### config.mk
export PLATFORM = sky130hd
export DESIGN_NAME = load_store_unit_flat
export DESIGN_NICKNAME = d
export VERILOG_FILES = /design/src/rtl/load_store_unit_if.sv /design/src/rtl/load_store_unit.sv /design/src/flat_wrapper.sv
export SDC_FILE = /design/constraint.sdc
export NUM_CORES = 1
export LEC_CHECK = 0
export ABC_AREA = 1
export ABC_CLOCK_PERIOD_IN_PS = 1900
export CAP_MARGIN = 20
export CORE_AREA = 2 2 126 128
export CTS_CLUSTER_DIAMETER = 40
export DETAILED_ROUTE_END_ITERATION = 6
export DIE_AREA = 0 0 128 130
export PLACE_DENSITY = 0.77
export SYNTH_ARGS = -nofsm -noshare
export SYNTH_HDL_FRONTEND = slang
export SYNTH_SLANG_ARGS = --single-unit
### constraint.sdc
create_clock -name clk_i -period 1.9 [get_ports clk_i]
set_input_delay 0.475 -clock clk_i [delete_from_list [all_inputs] [get_ports clk_i]]
set_output_delay 0.475 -clock clk_i [all_outputs]
set_load 0.005 [all_outputs]
### src/rtl/load_store_unit_if.sv
// rtl/load_store_unit_if.sv - req/gnt/rvalid data-bus between the load/store unit and memory
interface load_store_unit_if;
   logic        req;
   logic        we;
   logic [3:0]  be;
   logic [31:0] addr;
   logic [31:0] wdata;
   logic        gnt;
   logic        rvalid;
   logic [31:0] rdata;

   // Load/store unit side: issues requests, consumes grant and response
   modport master (
      output req, we, be, addr, wdata,
      input  gnt, rvalid, rdata
   );

   // Memory side: accepts requests, returns grant and response
   modport slave (
      input  req, we, be, addr, wdata,
      output gnt, rvalid, rdata
   );
endinterface

### src/rtl/load_store_unit.sv
// rtl/load_store_unit.sv - one-at-a-time RV32I load/store engine on a req/gnt/rvalid data bus
module load_store_unit #(
   parameter int MAX_WAIT = 16
) (
   input  logic               clk_i,
   input  logic               rst_ni,
   input  logic               req_valid_i,
   input  logic               req_we_i,
   input  logic [2:0]         req_funct3_i,
   input  logic [31:0]        req_addr_i,
   input  logic [31:0]        req_wdata_i,
   output logic               busy_o,
   output logic               done_o,
   output logic [31:0]        load_data_o,
   output logic               misaligned_o,
   output logic               fault_o,
   load_store_unit_if.master  mem
);

   localparam int CW = $clog2(MAX_WAIT + 1);

   typedef enum logic [1:0] {
      S_IDLE = 2'd0,
      S_REQ  = 2'd1,
      S_WAIT = 2'd2,
      S_RESP = 2'd3
   } state_t;

   state_t         state_q, state_d;
   logic [CW-1:0]  cnt_q, cnt_d;
   logic           we_q, we_d;
   logic [2:0]     f3_q, f3_d;
   logic [1:0]     off_q, off_d;
   logic [31:0]    addr_q, addr_d;
   logic [3:0]     be_q, be_d;
   logic [31:0]    wdata_q, wdata_d;
   logic [31:0]    load_q, load_d;
   logic           mis_q, mis_d;
   logic           fault_q, fault_d;

   // Request decode: illegal funct3 (including unsigned stores) and size misalignment
   logic           req_illegal, req_mis, req_err, timeout;
   logic [3:0]     req_be;
   logic [31:0]    req_wrep;
   logic [31:0]    rshift;
   logic [31:0]    fmt_load;

   assign req_illegal = (req_funct3_i == 3'b011) || (req_funct3_i == 3'b110) ||
                        (req_funct3_i == 3'b111) || (req_we_i && req_funct3_i[2]);
   assign req_mis     = ((req_funct3_i[1:0] == 2'b01) && req_addr_i[0]) ||
                        ((req_funct3_i[1:0] == 2'b10) && (req_addr_i[1:0] != 2'b00));
   assign req_err     = req_illegal || req_mis;
   assign timeout     = (cnt_q == CW'(MAX_WAIT - 1));

   // Byte enables and replicated write data derived from access size and offset
   always_comb begin
      req_be   = 4'b1111;
      req_wrep = req_wdata_i;
      case (req_funct3_i[1:0])
         2'b00: begin
            req_be   = 4'b0001 << req_addr_i[1:0];
            req_wrep = {4{req_wdata_i[7:0]}};
         end
         2'b01: begin
            req_be   = req_addr_i[1] ? 4'b1100 : 4'b0011;
            req_wrep = {2{req_wdata_i[15:0]}};
         end
         default: begin
            req_be   = 4'b1111;
            req_wrep = req_wdata_i;
         end
      endcase
   end

   // Read data alignment: shift the addressed lane down, then sign/zero extend
   always_comb begin
      rshift   = mem.rdata >> {off_q, 3'b000};
      fmt_load = mem.rdata;
      case (f3_q[1:0])
         2'b00:   fmt_load = f3_q[2] ? {24'd0, rshift[7:0]}  : {{24{rshift[7]}}, rshift[7:0]};
         2'b01:   fmt_load = f3_q[2] ? {16'd0, rshift[15:0]} : {{16{rshift[15]}}, rshift[15:0]};
         default: fmt_load = mem.rdata;
      endcase
   end

   // State register
   always_ff @(posedge clk_i or negedge rst_ni) begin
      if (!rst_ni) state_q <= S_IDLE;
      else         state_q <= state_d;
   end

   // Next-state logic; a timeout in REQ wins over a same-cycle grant so the request drops cleanly
   always_comb begin
      state_d = state_q;
      case (state_q)
         S_IDLE: if (req_valid_i) state_d = req_err ? S_RESP : S_REQ;
         S_REQ: begin
            if (timeout)        state_d = S_RESP;
            else if (mem.gnt)   state_d = S_WAIT;
         end
         S_WAIT: if (mem.rvalid || timeout) state_d = S_RESP;
         S_RESP: state_d = S_IDLE;
         default: state_d = S_IDLE;
      endcase
   end

   // Outputs: bus fields are only driven while the request is outstanding
   always_comb begin
      busy_o       = rst_ni && (((state_q == S_IDLE) && req_valid_i) ||
                                (state_q == S_REQ) || (state_q == S_WAIT));
      done_o       = (state_q == S_RESP);
      misaligned_o = (state_q == S_RESP) && mis_q;
      fault_o      = (state_q == S_RESP) && fault_q;
      load_data_o  = load_q;
      mem.req      = (state_q == S_REQ);
      mem.we       = (state_q == S_REQ) && we_q;
      mem.be       = (state_q == S_REQ) ? be_q    : 4'd0;
      mem.addr     = (state_q == S_REQ) ? addr_q  : 32'd0;
      mem.wdata    = (state_q == S_REQ) ? wdata_q : 32'd0;
   end

   // Datapath next-state: capture in IDLE, count in REQ/WAIT, settle result on the way to RESP
   always_comb begin
      cnt_d   = cnt_q;
      we_d    = we_q;
      f3_d    = f3_q;
      off_d   = off_q;
      addr_d  = addr_q;
      be_d    = be_q;
      wdata_d = wdata_q;
      load_d  = load_q;
      mis_d   = mis_q;
      fault_d = fault_q;
      case (state_q)
         S_IDLE: begin
            if (req_valid_i) begin
               mis_d   = req_mis;
               fault_d = req_illegal;
               if (req_err) begin
                  load_d = 32'd0;
               end else begin
                  cnt_d   = '0;
                  we_d    = req_we_i;
                  f3_d    = req_funct3_i;
                  off_d   = req_addr_i[1:0];
                  addr_d  = {req_addr_i[31:2], 2'b00};
                  be_d    = req_be;
                  wdata_d = req_wrep;
               end
            end
         end
         S_REQ: begin
            cnt_d = cnt_q + CW'(1);
            if (timeout) begin
               fault_d = 1'b1;
               load_d  = 32'd0;
            end
         end
         S_WAIT: begin
            cnt_d = cnt_q + CW'(1);
            if (mem.rvalid) begin
               load_d = we_q ? 32'd0 : fmt_load;
            end else if (timeout) begin
               fault_d = 1'b1;
               load_d  = 32'd0;
            end
         end
         default: ;
      endcase
   end

   // Datapath registers
   always_ff @(posedge clk_i or negedge rst_ni) begin
      if (!rst_ni) begin
         cnt_q   <= '0;
         we_q    <= 1'b0;
         f3_q    <= 3'd0;
         off_q   <= 2'd0;
         addr_q  <= 32'd0;
         be_q    <= 4'd0;
         wdata_q <= 32'd0;
         load_q  <= 32'd0;
         mis_q   <= 1'b0;
         fault_q <= 1'b0;
      end else begin
         cnt_q   <= cnt_d;
         we_q    <= we_d;
         f3_q    <= f3_d;
         off_q   <= off_d;
         addr_q  <= addr_d;
         be_q    <= be_d;
         wdata_q <= wdata_d;
         load_q  <= load_d;
         mis_q   <= mis_d;
         fault_q <= fault_d;
      end
   end

endmodule

### src/flat_wrapper.sv
// flat-port wrapper written by rule: the top's interface ports become plain ports
module load_store_unit_flat 
#(
   parameter int MAX_WAIT = 16
)
  (clk_i, rst_ni, req_valid_i, req_we_i, req_funct3_i, req_addr_i, req_wdata_i, busy_o, done_o, load_data_o, misaligned_o, fault_o, mem_req, mem_we, mem_be, mem_addr, mem_wdata, mem_gnt, mem_rvalid, mem_rdata);
  load_store_unit_if mem_i ();
  input  logic clk_i;
  input  logic rst_ni;
  input  logic req_valid_i;
  input  logic req_we_i;
  input  logic [2:0] req_funct3_i;
  input  logic [31:0] req_addr_i;
  input  logic [31:0] req_wdata_i;
  output logic busy_o;
  output logic done_o;
  output logic [31:0] load_data_o;
  output logic misaligned_o;
  output logic fault_o;
  output wire logic [$bits(mem_i.req)-1:0] mem_req;
  output wire logic [$bits(mem_i.we)-1:0] mem_we;
  output wire logic [$bits(mem_i.be)-1:0] mem_be;
  output wire logic [$bits(mem_i.addr)-1:0] mem_addr;
  output wire logic [$bits(mem_i.wdata)-1:0] mem_wdata;
  input wire logic [$bits(mem_i.gnt)-1:0] mem_gnt;
  input wire logic [$bits(mem_i.rvalid)-1:0] mem_rvalid;
  input wire logic [$bits(mem_i.rdata)-1:0] mem_rdata;
  assign mem_req = mem_i.req;
  assign mem_we = mem_i.we;
  assign mem_be = mem_i.be;
  assign mem_addr = mem_i.addr;
  assign mem_wdata = mem_i.wdata;
  assign mem_i.gnt = mem_gnt;
  assign mem_i.rvalid = mem_rvalid;
  assign mem_i.rdata = mem_rdata;
  load_store_unit #(.MAX_WAIT(MAX_WAIT)) u_core (.clk_i(clk_i), .rst_ni(rst_ni), .req_valid_i(req_valid_i), .req_we_i(req_we_i), .req_funct3_i(req_funct3_i), .req_addr_i(req_addr_i), .req_wdata_i(req_wdata_i), .busy_o(busy_o), .done_o(done_o), .load_data_o(load_data_o), .misaligned_o(misaligned_o), .fault_o(fault_o), .mem(mem_i));
endmodule
==> results.ini <==
[outcome]
outcome = complete, but fails checks
violations = negative setup slack

[synthesis]
synthCells = 910
synth_top_area_cell = dfrtp_1
synth-edff-count = 0
post-synth-top-area-fraction_pct = 44.6
seq_area_frac_synth_pct = 44.6
async_reset_ff_share_pct = 100
yosysMostFrequentCell = nand2_1
ys_warn_count = 0
ys_top_cells_by_area = dfrtp_1, nand2_1, inv_1
avgSynthCellArea_sq_um = 6.97
synth_common_cells = nand2_1, dfrtp_1, inv_1
ys_types = 34
ys.flop_type = dfrtp_1
synth-seq-cells = 113
synth_area_sq_um = 6340

[worst_setup_path]
cp_max_fo = 7
crit_slowest_cell = dfrtp_1
cp_common_cell = buf_12
crit_path_start_kind = flop
reg2reg_slack_ns = 0.01
cp.arrival_ns = 1.64
path_delay_family = buffers and inverters
crit_path_end_kind = output port
critPathBufInv = 5
path_cells = ha_4 -> buf_12 -> buf_12 -> buf_6 -> nand2_2 -> inv_1 -> buf_2
cp.required_ns = 1.42
crit_type = reg2out
slowest_delay_ns = 0.42

[clock_tree]
tritoncts = yes
ctsHtreeMaxLevel = 4
cts_buffer_depth = 2
clkSinkCount = 113
cts_root_buf = clkbuf_16
cts_made_buffers = 17
clk_pin_slew_worst_paths_ns = 0.05
insertion_delay_ns = 0.41

[drt]
routed_via_density = 5.04
wl_per_cell_um = 15.7
dr.pass1.iters = 6
drc = 0
final_antenna_net_count = 0
wl_mm = 21.9
vias = 7027
drtIter0Drc = 599

[sta]
setup_violations = 70
worst_clock_skew_ns = 0.00653
clock.fmax_mhz = 473
slew_viol_final = 0
whs_ns = 0.112
fin_ws_ns = -0.214
layout_min_cycle_time_ns = 2.11
setup_tns_ns = -10.57
final-hold-violation-count = 0
period_share_pct = 111
rsz0062_at_grt = true

[layout]
areaGrowthSynthToFinish_pct = 65.4
layout.nets = 1301
drive_above_1_share_pct = 29.5
finish.utilization_pct = 68.0

[place]
finalWeightedCongestion = 0.967
numPortBuffers = 208
hpwl_mm = 14.9

[hold_path]
worstHoldPathType = in2async

[run]
maxCapViolations = 0

[grt]
antenna_found_initial = 1
grtUsageTotal_pct = 26.7
grt_max_degree = 91
grt_pass1_wl_mm = 34.7
grt-ovfl-total = 0
grt_pass1_vias = 6972

[floorplanning]
die_h_um = 130
num_rows = 46
initial_core_util_pct = 41.1
io_pins = 211
die_x_um = 128
core_sq_um = 15400
die_area_sq_um = 16600

[power_and_ir_drop]
ir_worst_vdd_mv = 0.832
powerDensity_nw_per_um2 = 1500
total_leakage_power_nw = 5.82

-- registers in the layout, indices dropped and copies added (netlist names) --
name and count:
u_core.addr_q 30, u_core.be_q 4, u_core.cnt_q 5, u_core.f3_q 3, u_core.fault_q 1, u_core.load_data_o 32, u_core.mis_q 1, u_core.off_q 2
u_core.state_q 2, u_core.wdata_q 32, u_core.we_q 1
-- path summary, 6_finish.rpt --
kind,end,from,cells past startpoint
worst max-delay path,mem_wdata[30],u_core.state_q[0]$_DFFE_PN0P_,7
worst min-delay path,u_core.load_data_o[26]$_DFFE_PN0P_,rst_ni,2
worst max register to register,u_core.load_data_o[5]$_DFFE_PN0P_,u_core.state_q[0]$_DFFE_PN0P_,12
worst min register to register,u_core.load_data_o[25]$_DFFE_PN0P_,u_core.load_data_o[25]$_DFFE_PN0P_,2
max in group asynchronous,u_core.wdata_q[6]$_DFFE_PN0P_,rst_ni,3
min in group clk_i,u_core.load_data_o[25]$_DFFE_PN0P_,u_core.load_data_o[25]$_DFFE_PN0P_,2
-- per-layer routing --
layer / wire [um] / up-vias / track usage [%] / part of all wire, %
met1: 8590 / 3245 / 32.4 / 39
li1: - / 3390 / - / -
met5: 0 / - / 0 / 0
met4: 712 / 0 / 11.8 / 3.2
met3: 2130 / 57 / 8.53 / 9.7
met2: 10500 / 335 / 44.0 / 48
-- power by group --
group	switching, mW	internal, mW	leakage [nW]	total (mW)
registers	1.03	3.41	1.46	4.44
clock network	1.06	2.01	0.281	3.07
logic	4.19	4.05	4.08	8.24
total	6.28	9.48	5.82	15.8
-- cell families (layout without fill, tap and decap cells) --
kind of cell,count (synthesis),count (layout),share of synthesized area (%)
XOR/XNOR,1,1,0.138
buffers and inverters,155,445,9.98
other,1,3,0.0591
flip-flops,113,113,44.6
adder cells (fa/ha/maj),7,7,1.38
AND/OR/NAND/NOR,527,527,34.5
AO/OA/AOI/OAI,106,106,9.37
-- worst reg2reg max path: cells and delay by family (launching register included) --
kind | cells | cell delay, ns
fa+ha+maj | 1 | 0.16
simple gates | 6 | 0.68
flops | 1 | 0.41
buf+inv | 5 | 0.58
-- area by class of cell --
cell class                 instances  area (sq um)
fill                            1216          4940
multi-input combinational        643          3360
timing repair buffer             308          3080
sequential                       113          2830
clock buffer                      25           485
inverter                         106           409
tap                              192           240
clock inverter                     6          80.1
antenna                            1          2.50
-- per-stage QoR --
stage	setup WS, ns	instances	area [sq um]	power (mW)
4_1_cts	-0.300	1390	10000	14.8
3_3_place_gp	-0.334	1340	9160	10.7
3_5_place_dp	-0.396	1340	9160	10.8
6_report	-0.214	1394	10500	15.8
5_1_grt	-0.269	1394	10500	16.8
2_1_floorplan	0.000942	911	6350	7.34
-- layout by cell type, fill, tap and decap left out, types with 2 or more instances in the layout --
cell	n
ha_1	3
clkbuf_8	3
nor2_1	39
nand2_2	21
clkdlybuf4s50_1	133
clkinv_2	5
o21ai_0	50
inv_4	2
nor2_4	4
nand4_1	13
inv_2	56
clkbuf_2	5
buf_2	24
buf_6	54
clkbuf_16	18
nand2_1	325
or2_2	11
inv_1	46
a31oi_1	3
buf_4	65
o21ai_1	7
a21oi_1	25
ha_4	4
dfrtp_1	113
dlymetal6s2s_1	2
bufinv_16	2
nand3_1	58
clkbuf_1	5
nand2_4	46
o211ai_1	16
buf_12	15
buf_16	3
nor2_2	4
buf_8	3
dlygate4sd2_1	2
conb_1	2
-- timing repair --
action / in CTS / in global routing
cloned: 5 / 2
pin swaps: 3 / 5
hold buffers: 0 / 0
endpoints found under the setup margin: 104 / 120
buffers inserted: 16 / 4
gates resized for setup: 383 / 153
Note: power is estimated with default switching activity, not from simulation.
